File: src/rtl/rename_pkg.sv
// Rename register file: shared defaults, index/tag types, snapshot layout.
// Optional checkpoint ring is enabled with RENAME_CKPT_EN.
package rename_pkg;
  localparam int XLEN_D  = 32;
  localparam int NREG_D  = 32;
  localparam int TW_D    = 4;
  localparam int NRP_D   = 2;
  localparam int NCKPT_D = 4;
  localparam int RW_D    = $clog2(NREG_D);
  localparam int CKW_D   = $clog2(NCKPT_D);

  typedef logic [TW_D-1:0]  tag_t;
  typedef logic [RW_D-1:0]  reg_idx_t;
  typedef logic [CKW_D-1:0] ckpt_id_t;

  typedef struct packed {
    logic [NREG_D-1:0]           b;
    logic [NREG_D-1:0][TW_D-1:0] q;
  } snap_t;

  // Flattened snapshot width: one busy bit plus one tag per register.
  function automatic int snap_w(input int nreg, input int tw);
    return nreg * (tw + 1);
  endfunction
endpackage

File: src/rtl/rename_ckpt_ring.sv
// Checkpoint ring: snapshot storage with head/tail/count bookkeeping.
// Used by rename_regfile when RENAME_CKPT_EN is defined.
module rename_ckpt_ring #(
  parameter int NCKPT = 4,
  parameter int SW    = 160,
  localparam int CKW  = $clog2(NCKPT)
) (
  input  logic           clk,
  input  logic           rst,
  input  logic           en,
  input  logic           clr,
  input  logic           save,
  input  logic           restore,
  input  logic [CKW-1:0] restore_id,
  input  logic           free,
  input  logic [SW-1:0]  snap_i,
  output logic [SW-1:0]  snap_o,
  output logic [CKW-1:0] id_o,
  output logic           full_o
);
  localparam logic [CKW-1:0] C_ONE  = CKW'(1);
  localparam logic [CKW:0]   C_ONEW = (CKW+1)'(1);
  localparam logic [CKW:0]   C_FULL = (CKW+1)'(NCKPT);

  logic [CKW-1:0] head_q, head_d;
  logic [CKW-1:0] tail_q, tail_d;
  logic [CKW:0]   cnt_q, cnt_d;
  logic [CKW-1:0] span;
  logic [SW-1:0]  mem_q [NCKPT];
  logic           do_save;
  logic           do_free;

  assign full_o  = (cnt_q == C_FULL);
  assign id_o    = tail_q;
  assign snap_o  = mem_q[restore_id];
  assign do_free = free && (cnt_q != '0);
  assign do_save = save && !full_o && !restore && !clr;

  // Next head/tail/count; a restore drops every slot younger than restore_id.
  always_comb begin
    head_d = head_q;
    tail_d = tail_q;
    cnt_d  = cnt_q;
    span   = '0;
    if (clr) begin
      head_d = '0;
      tail_d = '0;
      cnt_d  = '0;
    end else if (restore) begin
      if (do_free) head_d = head_q + C_ONE;
      tail_d = restore_id + C_ONE;
      span   = restore_id - head_d;
      cnt_d  = {1'b0, span} + C_ONEW;
    end else begin
      if (do_save) tail_d = tail_q + C_ONE;
      if (do_free) head_d = head_q + C_ONE;
      cnt_d = cnt_q + (CKW+1)'(do_save) - (CKW+1)'(do_free);
    end
  end

  // Pointer registers.
  always_ff @(posedge clk) begin
    if (rst) begin
      head_q <= '0;
      tail_q <= '0;
      cnt_q  <= '0;
    end else if (en) begin
      head_q <= head_d;
      tail_q <= tail_d;
      cnt_q  <= cnt_d;
    end
  end

  // Snapshot storage, written at the tail slot.
  always_ff @(posedge clk) begin
    if (!rst && en && do_save) mem_q[tail_q] <= snap_i;
  end
endmodule

File: src/rtl/rename_regfile.sv
// Register file with rename state (value, busy, ROB tag) per register.
// Define RENAME_CKPT_EN to add the checkpoint ring and its ports.
module rename_regfile
  import rename_pkg::*;
#(
  parameter int XLEN  = XLEN_D,
  parameter int NREG  = NREG_D,
  parameter int TW    = TW_D,
  parameter int NRP   = NRP_D,
  parameter int NCKPT = NCKPT_D,
  localparam int RW   = $clog2(NREG)
) (
  input  logic                clk,
  input  logic                rst,
  input  logic                rdy,
  input  logic                flush,
  input  logic [NRP-1:0]      rd_en,
  input  logic [NRP*RW-1:0]   rd_addr,
  output logic [NRP-1:0]      rd_ready,
  output logic [NRP*XLEN-1:0] rd_data,
  input  logic                disp_en,
  input  logic [RW-1:0]       disp_rd,
  input  logic [TW-1:0]       disp_tag,
  input  logic                cm_en,
  input  logic [RW-1:0]       cm_rd,
  input  logic [TW-1:0]       cm_tag,
  input  logic [XLEN-1:0]     cm_data
`ifdef RENAME_CKPT_EN
  ,
  input  logic                       ck_save,
  output logic [$clog2(NCKPT)-1:0]   ck_id,
  output logic                       ck_full,
  input  logic                       ck_restore,
  input  logic [$clog2(NCKPT)-1:0]   ck_restore_id,
  input  logic                       ck_free
`endif
);
  if ((NCKPT & (NCKPT - 1)) != 0) begin : g_bad_nckpt
    $error("NCKPT must be a power of two");
  end

  logic [NREG-1:0][XLEN-1:0] v_q, v_n, v_d;
  logic [NREG-1:0]           b_q, b_n, b_d;
  logic [NREG-1:0][TW-1:0]   q_q, q_n, q_d;
  logic                      cm_wr;
  logic                      dp_wr;

  assign cm_wr = cm_en && (cm_rd != '0);
  assign dp_wr = disp_en && (disp_rd != '0);

  // Normal update: commit writes value, dispatch renames (dispatch wins B/Q).
  always_comb begin
    v_n = v_q;
    b_n = b_q;
    q_n = q_q;
    if (cm_wr) begin
      v_n[cm_rd] = cm_data;
      if (q_q[cm_rd] == cm_tag) b_n[cm_rd] = 1'b0;
    end
    if (dp_wr) begin
      q_n[disp_rd] = disp_tag;
      b_n[disp_rd] = 1'b1;
    end
  end

`ifdef RENAME_CKPT_EN
  localparam int SW = snap_w(NREG, TW);

  logic [SW-1:0]           snap_w_s;
  logic [SW-1:0]           snap_r_s;
  logic [NREG-1:0]         rs_b;
  logic [NREG-1:0][TW-1:0] rs_q;

  // Pack next-state B/Q for saving and unpack the restored slot.
  always_comb begin
    snap_w_s = '0;
    rs_b     = '0;
    rs_q     = '0;
    for (int r = 0; r < NREG; r++) begin
      snap_w_s[r*(TW+1) +: TW+1] = {b_n[r], q_n[r]};
      rs_b[r] = snap_r_s[r*(TW+1)+TW];
      rs_q[r] = snap_r_s[r*(TW+1) +: TW];
    end
  end

  rename_ckpt_ring #(
    .NCKPT(NCKPT),
    .SW   (SW)
  ) u_ring (
    .clk       (clk),
    .rst       (rst),
    .en        (rdy),
    .clr       (flush),
    .save      (ck_save),
    .restore   (ck_restore),
    .restore_id(ck_restore_id),
    .free      (ck_free),
    .snap_i    (snap_w_s),
    .snap_o    (snap_r_s),
    .id_o      (ck_id),
    .full_o    (ck_full)
  );
`endif

  // Recovery overrides: flush clears busy, restore reloads B/Q.
  always_comb begin
    v_d = v_n;
    b_d = b_n;
    q_d = q_n;
    if (flush) begin
      b_d = '0;
      q_d = q_q;
    end
`ifdef RENAME_CKPT_EN
    else if (ck_restore) begin
      for (int r = 0; r < NREG; r++) begin
        q_d[r] = rs_q[r];
        b_d[r] = rs_b[r] && !(cm_en && (rs_q[r] == cm_tag));
      end
      b_d[0] = 1'b0;
      q_d[0] = '0;
    end
`endif
  end

  // State registers; rdy low freezes everything.
  always_ff @(posedge clk) begin
    if (rst) begin
      v_q <= '0;
      b_q <= '0;
      q_q <= '0;
    end else if (rdy) begin
      v_q <= v_d;
      b_q <= b_d;
      q_q <= q_d;
    end
  end

  // Operand reads with same-cycle commit bypass.
  always_comb begin
    logic [RW-1:0] a;
    a        = '0;
    rd_ready = '0;
    rd_data  = '0;
    for (int p = 0; p < NRP; p++) begin
      a = rd_addr[p*RW +: RW];
      if (rd_en[p]) begin
        if (!b_q[a]) begin
          rd_ready[p]              = 1'b1;
          rd_data[p*XLEN +: XLEN] = v_q[a];
        end else if (cm_en && (cm_tag == q_q[a])) begin
          rd_ready[p]              = 1'b1;
          rd_data[p*XLEN +: XLEN] = cm_data;
        end else begin
          rd_data[p*XLEN +: XLEN] = XLEN'(q_q[a]);
        end
      end
    end
  end
endmodule

File: config.mk
export PLATFORM = sky130hd
export DESIGN_NAME = rename_regfile
export DESIGN_NICKNAME = d
export VERILOG_FILES = /design/src/rtl/rename_pkg.sv /design/src/rtl/rename_ckpt_ring.sv /design/src/rtl/rename_regfile.sv
export SDC_FILE = /design/constraint.sdc
export NUM_CORES = 2
export LEC_CHECK = 0
export ABC_AREA = 0
export BUFFER_PORTS_ARGS = -buffer_cell sky130_fd_sc_hd__buf_2
export CELL_PAD_IN_SITES_DETAIL_PLACEMENT = 0
export CELL_PAD_IN_SITES_GLOBAL_PLACEMENT = 2
export CORE_UTILIZATION = 35
export DETAILED_ROUTE_END_ITERATION = 10
export PLACE_DENSITY = 0.74
export SETUP_SLACK_MARGIN = 0.3
export SYNTH_ARGS = -nofsm -noshare
export SYNTH_HDL_FRONTEND = slang
export SYNTH_HIERARCHICAL = 1
export SYNTH_SLANG_ARGS = --single-unit
File: constraint.sdc
create_clock -name clk -period 6.1 [get_ports clk]
set_input_delay 0.915 -clock clk [delete_from_list [all_inputs] [get_ports clk]]
set_output_delay 0.915 -clock clk [all_outputs]
set_load 0.03 [all_outputs]
==> results.py <==
metrics = {
    "status": {
        "status": "finished clean",
    },
    "sta": {
        "setup_ws_ns": 0.562,
        "period_minus_slack_ns": 5.54,
        "setup_violations": 0,
        "drv_slew": 0,
        "finalSetupTns_ns": 0,
        "clock_skew_ns": 0.0447,
        "fin_crit_sh_pct": 90.8,
        "hold_viol": 0,
        "grt_setup_unrepaired": "false",
        "fmax_ghz": 0.181,
        "relSlewSlack_pct": 22.6,
        "worst_pin_slew_ns": 1.16,
    },
    "floorplan": {
        "core_area_sq_mm": 0.176,
        "rows": 154,
        "initial_core_util_pct": 35.2,
        "dieArea_sq_mm": 0.179,
        "die_h_um": 423,
        "io_pins": 134,
        "dieWidth_um": 423,
    },
    "flow_run": {
        "cap_violations": 0,
    },
    "logic_synthesis": {
        "ys_seq_area_share_pct": 38.2,
        "yosys_register_bits": 1184,
        "synth_top_family_by_area": "multiplexers",
        "synth-adder-area-share_pct": 0,
        "synthTopCellsByArea": "dfxtp_1, mux4_2, nand2_1",
        "synth_commonest_cells": "nand2_1, dfxtp_1, a21oi_1",
        "synth_top_area_share_pct": 38.2,
        "synth_flop_cell": "dfxtp_1",
        "muxShareOfSynthArea_pct": 29.5,
        "yosys.area.top_type": "dfxtp_1",
        "synthXorXnorAreaFrac_pct": 0.113,
        "synth_cell_types": 48,
        "synthesis.nets": 6789,
        "synth_area_sq_mm": 0.0621,
        "syn_inst": 6721,
        "async_reset_ff_share_pct": 0,
        "post-synth-top-count-cell": "nand2_1",
        "yosys.area_share.simple_pct": 16.4,
        "avgSynthCellArea_sq_um": 9.24,
        "synth_edf_count": 0,
        "yosysWarnings": 6,
        "synth_compound_area_share_pct": 11.2,
    },
    "detailed_routing": {
        "post_drt_wl_per_cell_um": 30.2,
        "vias": 53000,
        "route.detailed.drc": 0,
        "drt_iter0_drc": 6996,
        "first_pass_iters": 7,
        "viasPerCell": 5.96,
        "postRouteAntennaNets": 0,
        "wl_um": 268000,
    },
    "clock_network": {
        "root_buffer": "clkbuf_16",
        "cts_buffers": 142,
        "clock_sinks": 1184,
        "path_clk_slew_ns": 0.06,
        "cts_setup_buffers": 0,
        "cts_tree": "built",
        "clk_latency_ns": 0.82,
        "htree_num_levels": 4,
        "cts-resized-gates": 0,
        "clockBufferDepth": 3,
        "hold_buffers": 0,
    },
    "setup_path": {
        "start_kind": "input port",
        "cp_common_cell": "buf_4",
        "worst_ep_required_time_ns": 5.18,
        "path_class": "input port to output port",
        "critPathSlowestCell": "nor4_1",
        "crit_chain": "buf_8 > buf_4 > mux2i_1 > a22oi_1 > a211oi_1 > nor4_1 > xor2_1 > nor3_4 > buf_4 > o21ai_4 > buf_4 > a211oi_1 > buf_2",
        "worstPathArrival_ns": 4.62,
        "cp_slowest_stage_delay_ns": 0.77,
        "crit_fanout": 40,
        "crit_buf_inv": 5,
        "crit_family": "buffers and inverters",
        "end_kind": "output port",
    },
    "hold_path": {
        "hp-class": "flop to flop",
    },
    "placement": {
        "place_ws_ns": 0.470,
        "place.gp.congestion": 0.927,
        "io_buffers": 133,
        "hpwl_um": 156000,
    },
    "global_route": {
        "grt_pass1_wl_um": 378000,
        "antenna_found_initial": 7,
        "grt_util_all_layers_pct": 29.1,
        "gr-total-overflow": 0,
        "grt_max_degree": 187,
        "grt_pass1_vias": 49600,
    },
    "cells_and_area": {
        "drive_gt1_share_pct": 20.4,
        "fin_nets": 6510,
        "final.fill_count": 17400,
        "area_growth_pct": 12.1,
    },
    "pwr": {
        "power_density_mw_per_mm2": 257,
        "power.leakage_nw": 22.3,
        "vdd_drop_max_v": 0.000314,
    },
}
-- layout make-up --
type                            instances  area [sq um]  area share, %
Antenna cell                            1          2.50        0.00360
Clock buffer                          213          4290           6.16
Clock inverter                         40           500          0.719
Inverter                                5          18.8         0.0270
Multi-Input combinational cell       4810         35900           51.6
Sequential cell                      1184         23700           34.1
Tap cell                             2340          2930           4.21
Timing Repair Buffer                  299          2230           3.21
-- cell families after synthesis --
| kind of cell | after synthesis |
|---|---|
| buffers and inverters | 728 |
| multiplexers | 940 |
| AND/OR/NAND/NOR | 2585 |
| XOR/XNOR | 8 |
| AO/OA/AOI/OAI | 1276 |
| flip-flops | 1184 |
-- state kept, by name, indices dropped and copies added, names as in the netlist --
register	count
q_q	128
v_q	1024
b_q	32
-- layout by cell type, fill, tap and decap left out, types with 21 or more instances in the layout --
cell type	synthesis	layout
nand2_1	2185	2154
dfxtp_1	1184	1184
a21oi_1	1077	1077
mux4_2	712	712
mux2i_1	228	226
nor2_1	182	151
buf_4	1	151
clkbuf_16	0	148
buf_2	46	121
nand3_1	83	83
a22oi_1	78	78
nor2b_1	52	52
a211oi_1	49	49
clkbuf_8	0	36
nor2_4	0	31
nand2_2	0	31
clkbuf_1	564	31
clkinv_2	0	21
-- report_power, final --
group          switching [mW]  internal (mW)
clock network            3.65           5.17
logic                   0.923          0.363
registers              0.0236           7.76
total                    4.60           13.3
-- tightest hold or removal path, delay by kind of cell, from the launching register on --
kind | cells | cell delay [ns]
compound gates | 1 | 0.05
flops | 1 | 0.31
simple gates | 1 | 0.05
-- stage by stage --
stage	util, %	hold slack (ns)	instance area [sq um]	power, mW	cells
2_1_floorplan	-	0.443	62100	8.79	6721
3_3_place_gp	36.8	0.448	64700	9.22	8634
3_5_place_dp	36.8	0.458	64700	9.22	8634
4_1_cts	39.5	0.433	69500	18.0	8887
5_1_grt	39.5	0.466	69600	18.4	8891
6_report	39.5	0.466	69600	17.9	8892
-- path summary, 6_finish.rpt --
path | start | end | slack [ns] | depth (start not counted)
worst max-delay path | rd_addr[1] | rd_data[8] | 0.56 | 13
worst min-delay path | v_q[637] | v_q[637] | 0.47 | 2
worst max register to register | q_q[76] | b_q[2] | 3.26 | 9
worst min register to register | v_q[637] | v_q[637] | 0.47 | 2
-- routing by layer --
metal,track usage [%],part of all wire [%]
met2,45.8,46
met3,5.67,8.8
met4,11.2,4.3
met1,39.5,41
met5,0,0.0075
(Power assumes the default switching activity.)
